$ cat src/rtl/tank_game_pkg.sv
// Shared types and defaults for the two-player tank game: player life-cycle states,
// winner encoding and hitbox geometry.
package tank_game_pkg;

  typedef enum logic [1:0] {
    ALIVE  = 2'd0,
    INVULN = 2'd1,
    DEAD   = 2'd2
  } player_state_e;

  localparam logic [1:0] WIN_NONE = 2'b00;
  localparam logic [1:0] WIN_P1   = 2'b01;
  localparam logic [1:0] WIN_P2   = 2'b10;
  localparam logic [1:0] WIN_DRAW = 2'b11;

  localparam logic [9:0] TANK_HALF_DEF = 10'd16;
  localparam logic [9:0] BULLET_R_DEF  = 10'd3;

  // Screen coordinates are unsigned, so widen by one bit before subtracting.
  function automatic logic [9:0] abs_diff10(input logic [9:0] a, input logic [9:0] b);
    logic signed [10:0] diff;
    diff = $signed({1'b0, a}) - $signed({1'b0, b});
    return diff[10] ? 10'(-diff) : diff[9:0];
  endfunction

endpackage

$ cat src/rtl/hit_box_cmp.sv
// Combinational bullet-versus-tank overlap test: square tank hitbox grown by the
// bullet radius on every side.
module hit_box_cmp
  import tank_game_pkg::*;
#(
  parameter logic [9:0] TANK_HALF = TANK_HALF_DEF
) (
  input  logic [9:0] bullet_x,
  input  logic [9:0] bullet_y,
  input  logic [9:0] tank_x,
  input  logic [9:0] tank_y,
  input  logic [9:0] radius,
  output logic       hit
);

  logic [9:0]  dx;
  logic [9:0]  dy;
  logic [10:0] reach;

  always_comb begin
    dx    = abs_diff10(bullet_x, tank_x);
    dy    = abs_diff10(bullet_y, tank_y);
    reach = {1'b0, TANK_HALF} + {1'b0, radius};
    hit   = ({1'b0, dx} <= reach) && ({1'b0, dy} <= reach);
  end

endmodule

$ cat src/rtl/bullet_hit_arbiter.sv
// Once-per-frame hit detection between each bullet and the opposing tank, with
// per-player lives, post-hit invulnerability, bullet stop feedback and game-over result.
module bullet_hit_arbiter
  import tank_game_pkg::*;
#(
  parameter int unsigned LIVES         = 3,
  parameter logic [9:0]  TANK_HALF     = TANK_HALF_DEF,
  parameter logic [9:0]  BULLET_R      = BULLET_R_DEF,
  parameter logic [7:0]  INVULN_FRAMES = 8'd60
) (
  input  logic       Clk,
  input  logic       Reset,
  input  logic       frame_clk,
  input  logic       two_players_mode,
  input  logic [9:0] b1_x,
  input  logic [9:0] b1_y,
  input  logic       b1_draw,
  input  logic [9:0] b2_x,
  input  logic [9:0] b2_y,
  input  logic       b2_draw,
  input  logic [9:0] t1_x,
  input  logic [9:0] t1_y,
  input  logic [9:0] t2_x,
  input  logic [9:0] t2_y,
  output logic       stop_bullet1,
  output logic       stop_bullet2,
  output logic [1:0] lives1,
  output logic [1:0] lives2,
  output logic       invuln1,
  output logic       invuln2,
  output logic       game_over,
  output logic [1:0] winner
);

  localparam logic [1:0] LIVES_INIT = 2'(LIVES);

  logic          frame_clk_q;
  logic          frame_edge_q, frame_edge_d;
  logic          b1_on_t2, b2_on_t1;
  logic [1:0]    hit_on;

  // Index 0 is player 1, index 1 is player 2.
  player_state_e state_q [2];
  player_state_e state_d [2];
  logic [1:0]    lives_q [2];
  logic [1:0]    lives_d [2];
  logic [7:0]    cnt_q   [2];
  logic [7:0]    cnt_d   [2];
  logic [1:0]    invuln_q, invuln_d;
  logic [1:0]    stop_q, stop_d;
  logic          game_over_q, game_over_d;
  logic [1:0]    winner_q, winner_d;

  hit_box_cmp #(.TANK_HALF(TANK_HALF)) u_b1_t2 (
    .bullet_x (b1_x),
    .bullet_y (b1_y),
    .tank_x   (t2_x),
    .tank_y   (t2_y),
    .radius   (BULLET_R),
    .hit      (b1_on_t2)
  );

  hit_box_cmp #(.TANK_HALF(TANK_HALF)) u_b2_t1 (
    .bullet_x (b2_x),
    .bullet_y (b2_y),
    .tank_x   (t1_x),
    .tank_y   (t1_y),
    .radius   (BULLET_R),
    .hit      (b2_on_t1)
  );

  always_comb begin
    frame_edge_d = frame_clk & ~frame_clk_q;

    // Only a live, vulnerable tank can be hit; otherwise the bullet passes through.
    hit_on[0] = frame_edge_q & two_players_mode & b2_draw & b2_on_t1 &
                ~game_over_q & (state_q[0] == ALIVE);
    hit_on[1] = frame_edge_q & two_players_mode & b1_draw & b1_on_t2 &
                ~game_over_q & (state_q[1] == ALIVE);

    for (int p = 0; p < 2; p++) begin
      state_d[p] = state_q[p];
      lives_d[p] = lives_q[p];
      cnt_d[p]   = cnt_q[p];
      case (state_q[p])
        ALIVE: begin
          if (hit_on[p]) begin
            lives_d[p] = lives_q[p] - 2'd1;
            cnt_d[p]   = '0;
            state_d[p] = (lives_q[p] == 2'd1) ? DEAD : INVULN;
          end
        end
        INVULN: begin
          if (frame_edge_q) begin
            if (cnt_q[p] == INVULN_FRAMES - 8'd1) begin
              state_d[p] = ALIVE;
              cnt_d[p]   = '0;
            end else begin
              cnt_d[p] = cnt_q[p] + 8'd1;
            end
          end
        end
        DEAD: begin
          state_d[p] = DEAD;
        end
        default: begin
          state_d[p] = ALIVE;
        end
      endcase
      invuln_d[p] = (state_d[p] == INVULN);
    end

    // A stop request is held until the shooter's bullet engine drops its draw flag.
    stop_d[0] = hit_on[1] | (stop_q[0] & b1_draw);
    stop_d[1] = hit_on[0] | (stop_q[1] & b2_draw);

    game_over_d = game_over_q;
    winner_d    = winner_q;
    if (!game_over_q && (state_q[0] == DEAD || state_q[1] == DEAD)) begin
      game_over_d = 1'b1;
      if (state_q[0] == DEAD && state_q[1] == DEAD) begin
        winner_d = WIN_DRAW;
      end else if (state_q[1] == DEAD) begin
        winner_d = WIN_P1;
      end else begin
        winner_d = WIN_P2;
      end
    end
  end

  always_ff @(posedge Clk) begin
    if (Reset) begin
      frame_clk_q  <= 1'b0;
      frame_edge_q <= 1'b0;
      for (int p = 0; p < 2; p++) begin
        state_q[p] <= ALIVE;
        lives_q[p] <= LIVES_INIT;
        cnt_q[p]   <= '0;
      end
      invuln_q    <= '0;
      stop_q      <= '0;
      game_over_q <= 1'b0;
      winner_q    <= WIN_NONE;
    end else begin
      frame_clk_q  <= frame_clk;
      frame_edge_q <= frame_edge_d;
      for (int p = 0; p < 2; p++) begin
        state_q[p] <= state_d[p];
        lives_q[p] <= lives_d[p];
        cnt_q[p]   <= cnt_d[p];
      end
      invuln_q    <= invuln_d;
      stop_q      <= stop_d;
      game_over_q <= game_over_d;
      winner_q    <= winner_d;
    end
  end

  assign stop_bullet1 = stop_q[0];
  assign stop_bullet2 = stop_q[1];
  assign lives1       = lives_q[0];
  assign lives2       = lives_q[1];
  assign invuln1      = invuln_q[0];
  assign invuln2      = invuln_q[1];
  assign game_over    = game_over_q;
  assign winner       = winner_q;

endmodule

$ cat config.mk
export PLATFORM = sky130hd
export DESIGN_NAME = bullet_hit_arbiter
export DESIGN_NICKNAME = d
export VERILOG_FILES = /design/src/rtl/tank_game_pkg.sv /design/src/rtl/hit_box_cmp.sv /design/src/rtl/bullet_hit_arbiter.sv
export SDC_FILE = /design/constraint.sdc
export NUM_CORES = 1
export LEC_CHECK = 0
export ABC_AREA = 1
export CORE_UTILIZATION = 50
export CTS_CLUSTER_DIAMETER = 150
export DETAILED_ROUTE_END_ITERATION = 8
export GPL_TIMING_DRIVEN = 0
export PLACE_DENSITY = 0.78
export SLEW_MARGIN = 0
export SYNTH_ARGS = -nofsm -noshare
export SYNTH_HDL_FRONTEND = slang
export SYNTH_SLANG_ARGS = --single-unit
$ cat constraint.sdc
create_clock -name Clk -period 6.9 [get_ports Clk]
set_clock_uncertainty 0.05 [all_clocks]
set_input_delay 2.07 -clock Clk [delete_from_list [all_inputs] [get_ports Clk]]
set_output_delay 2.07 -clock Clk [all_outputs]
set_load 0.02 [all_outputs]
[Word level (Yosys, flattened, before mapping)]
Memory sizes are Yosys's and may differ from the RTL's.
Index checks and enable logic that the tools add are counted.
Storage, ports and cells
  flip-flop bits (word level): 9
  memory bits (writable): 24
  input port bits: 86
  output and inout port bits: 11
  word-level logic and storage cells: 102
  memories kept: 3
Memories
  cnt_q: words 2, bits a word 8, read ports 2, clocked after Yosys merged registers in 0, wr ports 2, line bullet_hit_arbiter.sv:47  | logic [7:0] cnt_q [2];
  lives_q: words 2, bits a word 2, read ports 2, clocked after Yosys merged registers in 0, wr ports 2, line bullet_hit_arbiter.sv:45  | logic [1:0] lives_q [2];
  state_q: words 2, bits a word 2, read ports 2, clocked after Yosys merged registers in 0, wr ports 2, line bullet_hit_arbiter.sv:43  | player_state_e state_q [2];
Operators by class
  add/subtract/negate cells: 12
  order comparisons: 4
  equality and inequality tests: 10
  mux-type cells: 37
  bitwise operators: 22
  reductions and logical operators: 8
Operators with widths (number)
  8-bit 2-to-1 mux: 8
  10-bit by 10-bit subtractor with 11-bit output: 4
  10-bit by 5-bit less-or-equal comparator with 1-bit output, second input constant: 4
  10-bit 2-to-1 mux: 4
  10-bit negator: 4
  2-bit 2-to-1 mux: 18
  8-bit case mux with 2 select lines: 2
  8-bit by 1-bit adder with 8-bit output, second input constant: 2
  8-bit by 6-bit equality test with 1-bit output, second input constant: 2
  1-bit AND: 12
  2-bit by 1-bit equality test with 1-bit output, second input constant: 6
  2-bit case mux with 3 select lines: 2
  1-bit OR: 8
  2-bit equality test, second input constant: 2
  1-bit logical AND: 4
  2-bit logical NOT: 2
  2-bit by 1-bit subtractor with 2-bit output, second input constant: 2
  1-bit 2-to-1 mux: 3
  1-bit NOT: 2
  1-bit logical NOT: 1
  1-bit logical OR: 1

[Depth between registers and ports, before layout]
Gate-level depths: netlist of the first run.
  word-level depth: 11
  mapped depth: 24
  gate-level depth less buffers: 24

[By module]
A second synthesis of the first run with hierarchy kept.
Second synthesis, totals
  cells, all modules: 1060
  area total of the unflattened synthesis: 6060.8 sq um
By module, submodules not included
  hit_box_cmp (u_b1_t2): times used 1, cells each 424, area each 2290.9 sq um, sequential area each 0.0 sq um
  hit_box_cmp (u_b2_t1): times used 1, cells each 406, area each 2194.6 sq um, sequential area each 0.0 sq um
  bullet_hit_arbiter: times used 1, cells each 230, area each 1575.3 sq um, sequential area each 660.6 sq um

[Worst setup path before layout of the first run]
No wires, ideal clock.
  path kind: in2reg
  from: input b2_y[0]
  to: memory cnt_q[0][5]
  library setup time: 0.113 ns
  data arrival time: 4.254 ns
  data required time: 6.737 ns
  path slack: 2.483 ns
  cell stages on the path: 20
  buffers on the path: 1
  cells stage by stage: inv_1 > ha_1 > fa_1 > ha_1 > inv_1 > nor2_1 > o21ai_0 > o21ai_1 > nand2_1 > nand2_1 > nand3_1 > nand3_1 > nand3_1 > nor2_4 > nand3_4 > nand2_4 > buf_6 > nand2_1 > nand2_1 > nor2_1
RTL lines
  from (decl): line bullet_hit_arbiter.sv:19  | input logic [9:0] b2_y,
  to (decl): line bullet_hit_arbiter.sv:47

[Worst setup path after layout of the first run]
  from: input b1_y[0]
  to: register invuln_q[1]
Between the ends
  longest elaborated chain between the ends: 11
Ends and longest elaborated chain
  from (decl): line bullet_hit_arbiter.sv:16  | input logic [9:0] b1_y,
  10-bit by 10-bit subtractor with 11-bit output *: line tank_game_pkg.sv:22  | diff = $signed({1'b0, a}) - $signed({1'b0, b});
  10-bit negator: line tank_game_pkg.sv:23  | return diff[10] ? 10'(-diff) : diff[9:0];
  10-bit 2-to-1 mux *: line tank_game_pkg.sv:23
  10-bit by 5-bit less-or-equal comparator with 1-bit output *: line hit_box_cmp.sv:24  | hit = ({1'b0, dx} <= reach) && ({1'b0, dy} <= reach);
  1-bit logical AND *: line hit_box_cmp.sv:24
  1-bit AND * (2 in a row): line bullet_hit_arbiter.sv:78  | hit_on[1] = frame_edge_q & two_players_mode & b1_draw & b1_on_t2 &
  1-bit AND *: line bullet_hit_arbiter.sv:79  | ~game_over_q & (state_q[1] == ALIVE);
  2-bit 2-to-1 mux *: line bullet_hit_arbiter.sv:87  | if (hit_on[p]) begin
  2-bit case mux with 3 select lines *: line bullet_hit_arbiter.sv:85  | case (state_q[p])
  2-bit by 1-bit equality test with 1-bit output *: line bullet_hit_arbiter.sv:110  | invuln_d[p] = (state_d[p] == INVULN);
  to (signal assigned): line bullet_hit_arbiter.sv:152  | invuln_q <= invuln_d;
  to (decl): line bullet_hit_arbiter.sv:49  | logic [1:0] invuln_q, invuln_d;
Mark *: on every way between the ends. The rest lies on a longest branch, timed or not.
A chain may end at the register's enable or synchronous reset.

==> summary.txt, run 1 <==
Critical path
  – Kind of critical path: in2reg
  – Slowest stage cell on the critical path: clkdlybuf4s50_1
  – Worst-path cell chain: clkdlybuf4s50_1, inv_1, ha_1, fa_1, inv_1, nand2_1, nand2_1, nand3_1, nand2_1, inv_1, nor2_1, nand2_1, nand2_1, nand2_1, nand2_1, nand2_1, nor2_1, nand3_1, nor2_2, nand2_2, buf_6, inv_2, nand2_1, a21oi_1
  – Slowest cell delay on critical path: 0.45 ns
  – Reg2Reg Depth: 13
  – Worst EP arrival: 5.07 ns
  – Crit-path max FO: 10
  – Critical Path Start Type: primary input
  – Most used cell, CP: nand2_1
  – CP Capture Type: flop
  – Worst endpoint required time: 7.05 ns

STA
  – Final Hold Viols: 0
  – Max_slew headroom: 58.82%
  – Crit share post-route: 71.24%
  – Setup TNS: 0 ns
  – Clock period minus worst slack: 4.916 ns
  – RSZ-0062 raised after global routing: false
  – Worst-margin pin slew: 0.6121 ns
  – Final setup fails: 0
  – Pins over their slew limit: 0
  – WHS: 0.3470 ns
  – Achievable clock frequency: 0.2034 GHz

Floorplanning
  – Die W: 101.7 um
  – I/O pins: 97
  – Site row count: 36
  – CORE AREA: 9684 um2
  – Starting density of the core: 51.29%
  – Die Area: 10,340 um2
  – Die Y: 101.7 um

Yosys
  – Synthesized area per cell: 5.594 um2
  – Synth unique cells: 44
  – Post-Syn Area: 4967 um2
  – Yosys reg bits: 33
  – Yosys warning count: 0
  – Post-Syn Instances: 888
  – Leading area contributor after synthesis: nand2_1
  – Syn_nets: 1,026
  – Top cells by area, synth: nand2_1 22%, dfxtp_1 13%, ha_1 12%, inv_1 11%, nand3_1 8.6%
  – Yosys top cell area share: 22.37%
  – Post-synth ARST share: 0%
  – Ys flop type: dfxtp_1
  – Sequential element share of the synthesized area: 13.30%
  – Count of flip-flops with a built-in enable after synthesis: 0

Route
  – Drt first pass iters: 5
  – Number of DRC markers in iteration 0: 181
  – Final wirelength: 10,620 um
  – Vias: 5,318
  – Via/cell ratio: 4.731
  – Post-route ant nets: 0
  – Wire per inst: 9.448 um
  – Remaining routing DRC violations: 0

Placed design
  – Dpl cells: 1,116
  – RD Place Congestion: 0.8691
  – # port buffers: 95
  – Post-DP HPWL: 9150 um

Cells and area
  – Layout area overhead: 24.84%
  – Commonest cells after routing, fill and taps aside: 296 x nand2_1, 151 x inv_1, 95 x nor2_1, 95 x clkdlybuf4s50_1, 85 x nand3_1
  – Multi-input logic area: 3627 um2
  – Share of cells above drive strength 1: 6.357%
  – Filler Cell Count: 973
  – Fin nets: 1,128
  – Non-filler instance count after layout: 1,124
  – Commonest non-fill, non-tap cell in the layout: nand2_1
  – Reg area: 660.6 um2
  – Final Util: 64.03%
  – # diodes: 0

Clocking
  – Skew-Pair Late Insertion Delay: 0.29 ns
  – H-tree Lvls: 2
  – Root Buffer: clkbuf_8
  – CTS sink count: 33
  – Hold-fix buffers, CTS: 0
  – Max Root-Sink Buffers: 2
  – Setup Fix Bufs, Post-CTS: 0
  – Worst-path clk slew: 0.07 ns
  – Post-CTS sizing: 0
  – CTS tree: built
  – CTS buffer count: 5

Global routing
  – First-pass GRT wire length: 18,480 um
  – Gr usage total: 21.26%
  – Largest net degree at the start of global routing: 11
  – Vias in the first global route: 4,660
  – Congestion Overflow GR: 0
  – Met1 global-route usage: 27.41%
  – GRT met3 Usage: 1.863%
  – Most Used Layer, Global Route: met2
  – Routing usage on met2: 39.24%
  – Initial antenna violation count: 0

Pwr
  – Power consumption: 787.4 uW
  – Max VDD drop: 0.06854 mV
  – Leak pwr: 0.003304 uW
  – Power Density: 127.0 nW/um2

Run
  – MaxCap Viol Count: 0

Outcome
  – Outcome: finished, final reports clean

Min path
  – Worst hold path type: reg2reg
  – Hold Path Depth: 1
-- sequential cells by signal, summed over array words and instances (netlist names) --
name          count
winner            2
game_over         1
frame_edge_q      1
cnt_q            16
stop_q            2
lives_q           4
invuln_q          2
state_q           4
frame_clk_q       1
-- critical path: cells and delay by family --
family | cells | cell delay (ns)
and+or+nand+nor | 15 | 1.29
buffers and inverters | 6 | 0.90
adders and majority gates | 2 | 0.65
AOI/OAI and AO/OA | 1 | 0.16
-- routing by layer --
metal | share of wire, % | wire length (um)
met4 | 0.28 | 30
met2 | 47 | 4962
met5 | 0 | 0
met3 | 2.7 | 290
met1 | 50 | 5335
-- cells in the mapped netlist, types with 2 or more instances --
master      n
nand3_2     2
nor2_2      8
o21bai_1    2
nor2_1     95
inv_1     151
xor2_2      2
inv_2      10
or2_0       2
clkinv_1    2
buf_6       5
a21boi_1    2
or2_2       3
nand4_1    16
a21oi_2     4
o21ai_0    10
o211ai_1    2
nand3b_1   10
clkbuf_1    2
nand2_2    13
o21ai_1     5
xnor2_1     4
a31oi_1     3
nor2_4      2
a21oi_1    30
nand3_1    85
dfxtp_1    33
xor2_1     10
nor4_1      3
nand2_1   296
nor3_1     10
o21a_1      3
ha_1       48
fa_1        4
-- where the power goes --
group / total, uW / leakage, uW / switching [uW] / internal, uW
clock network: 188 / 0.0000585 / 69.9 / 118
registers: 192 / 0.000266 / 0.651 / 191
logic: 408 / 0.00298 / 237 / 171
-- kinds of logic after synthesis --
| kind of cell | after synthesis | share of synthesized area (%) |
|---|---|---|
| buffers and inverters | 171 | 13.68 |
| xor gates and xnor gates | 16 | 3.123 |
| and+or+nand+nor | 552 | 48.56 |
| adders and majority gates | 52 | 13.70 |
| AOI/OAI and AO/OA | 64 | 7.632 |
| DFF | 33 | 13.30 |
-- per-stage QoR --
| step | setup slack (ns) | area [um2] |
|---|---|---|
| 4_1_cts | 2.009 | 6201 |
| 6_report | 1.984 | 6201 |
| 3_5_place_dp | 1.711 | 6085 |
| 5_1_grt | 1.644 | 6201 |
| 2_1_floorplan | 2.483 | 4967 |
| 3_3_place_gp | 1.777 | 6085 |
-- cell type report --
type	count	share of cell area (%)
Multi-Input combinational cell	684	58.49
Timing Repair Buffer	95	15.33
Sequential cell	33	10.65
Inverter	163	9.867
Tap cell	133	2.684
Clock buffer	7	1.392
Buffer	8	1.090
Clock inverter	1	0.4843
-- final timing paths --
| check | startpoint | endpoint | slack, ns |
|---|---|---|---|
| max | b1_y[0] | invuln_q[1] | 1.98 |
| min | frame_clk_q | frame_edge_q | 0.35 |
| max reg2reg | frame_edge_q | invuln_q[1] | 4.98 |
| min reg2reg | frame_clk_q | frame_edge_q | 0.35 |
No activity file was read; power rests on OpenSTA's default activity.
==> run 2: changes to the inputs <==
==> constraint.sdc (replaced) <==
create_clock -name Clk -period 4.6 [get_ports Clk]
set_clock_uncertainty 0.05 [all_clocks]
set_input_delay 1.38 -clock Clk [delete_from_list [all_inputs] [get_ports Clk]]
set_output_delay 1.38 -clock Clk [all_outputs]
set_load 0.02 [all_outputs]
==> results of run 2 <==
Same layout as run 1 (identical final DEF). Status: finished, final reports clean.
Among the figures that moved: setup slack after placement 1.711 ns -> 0.1009 ns; setup slack after layout 1.984 ns -> 0.3744 ns; register-to-register setup slack 4.98 ns -> 2.68 ns; total power 787.4 uW -> 1181 uW; worst IR drop on VDD 0.06854 mV -> 0.1028 mV
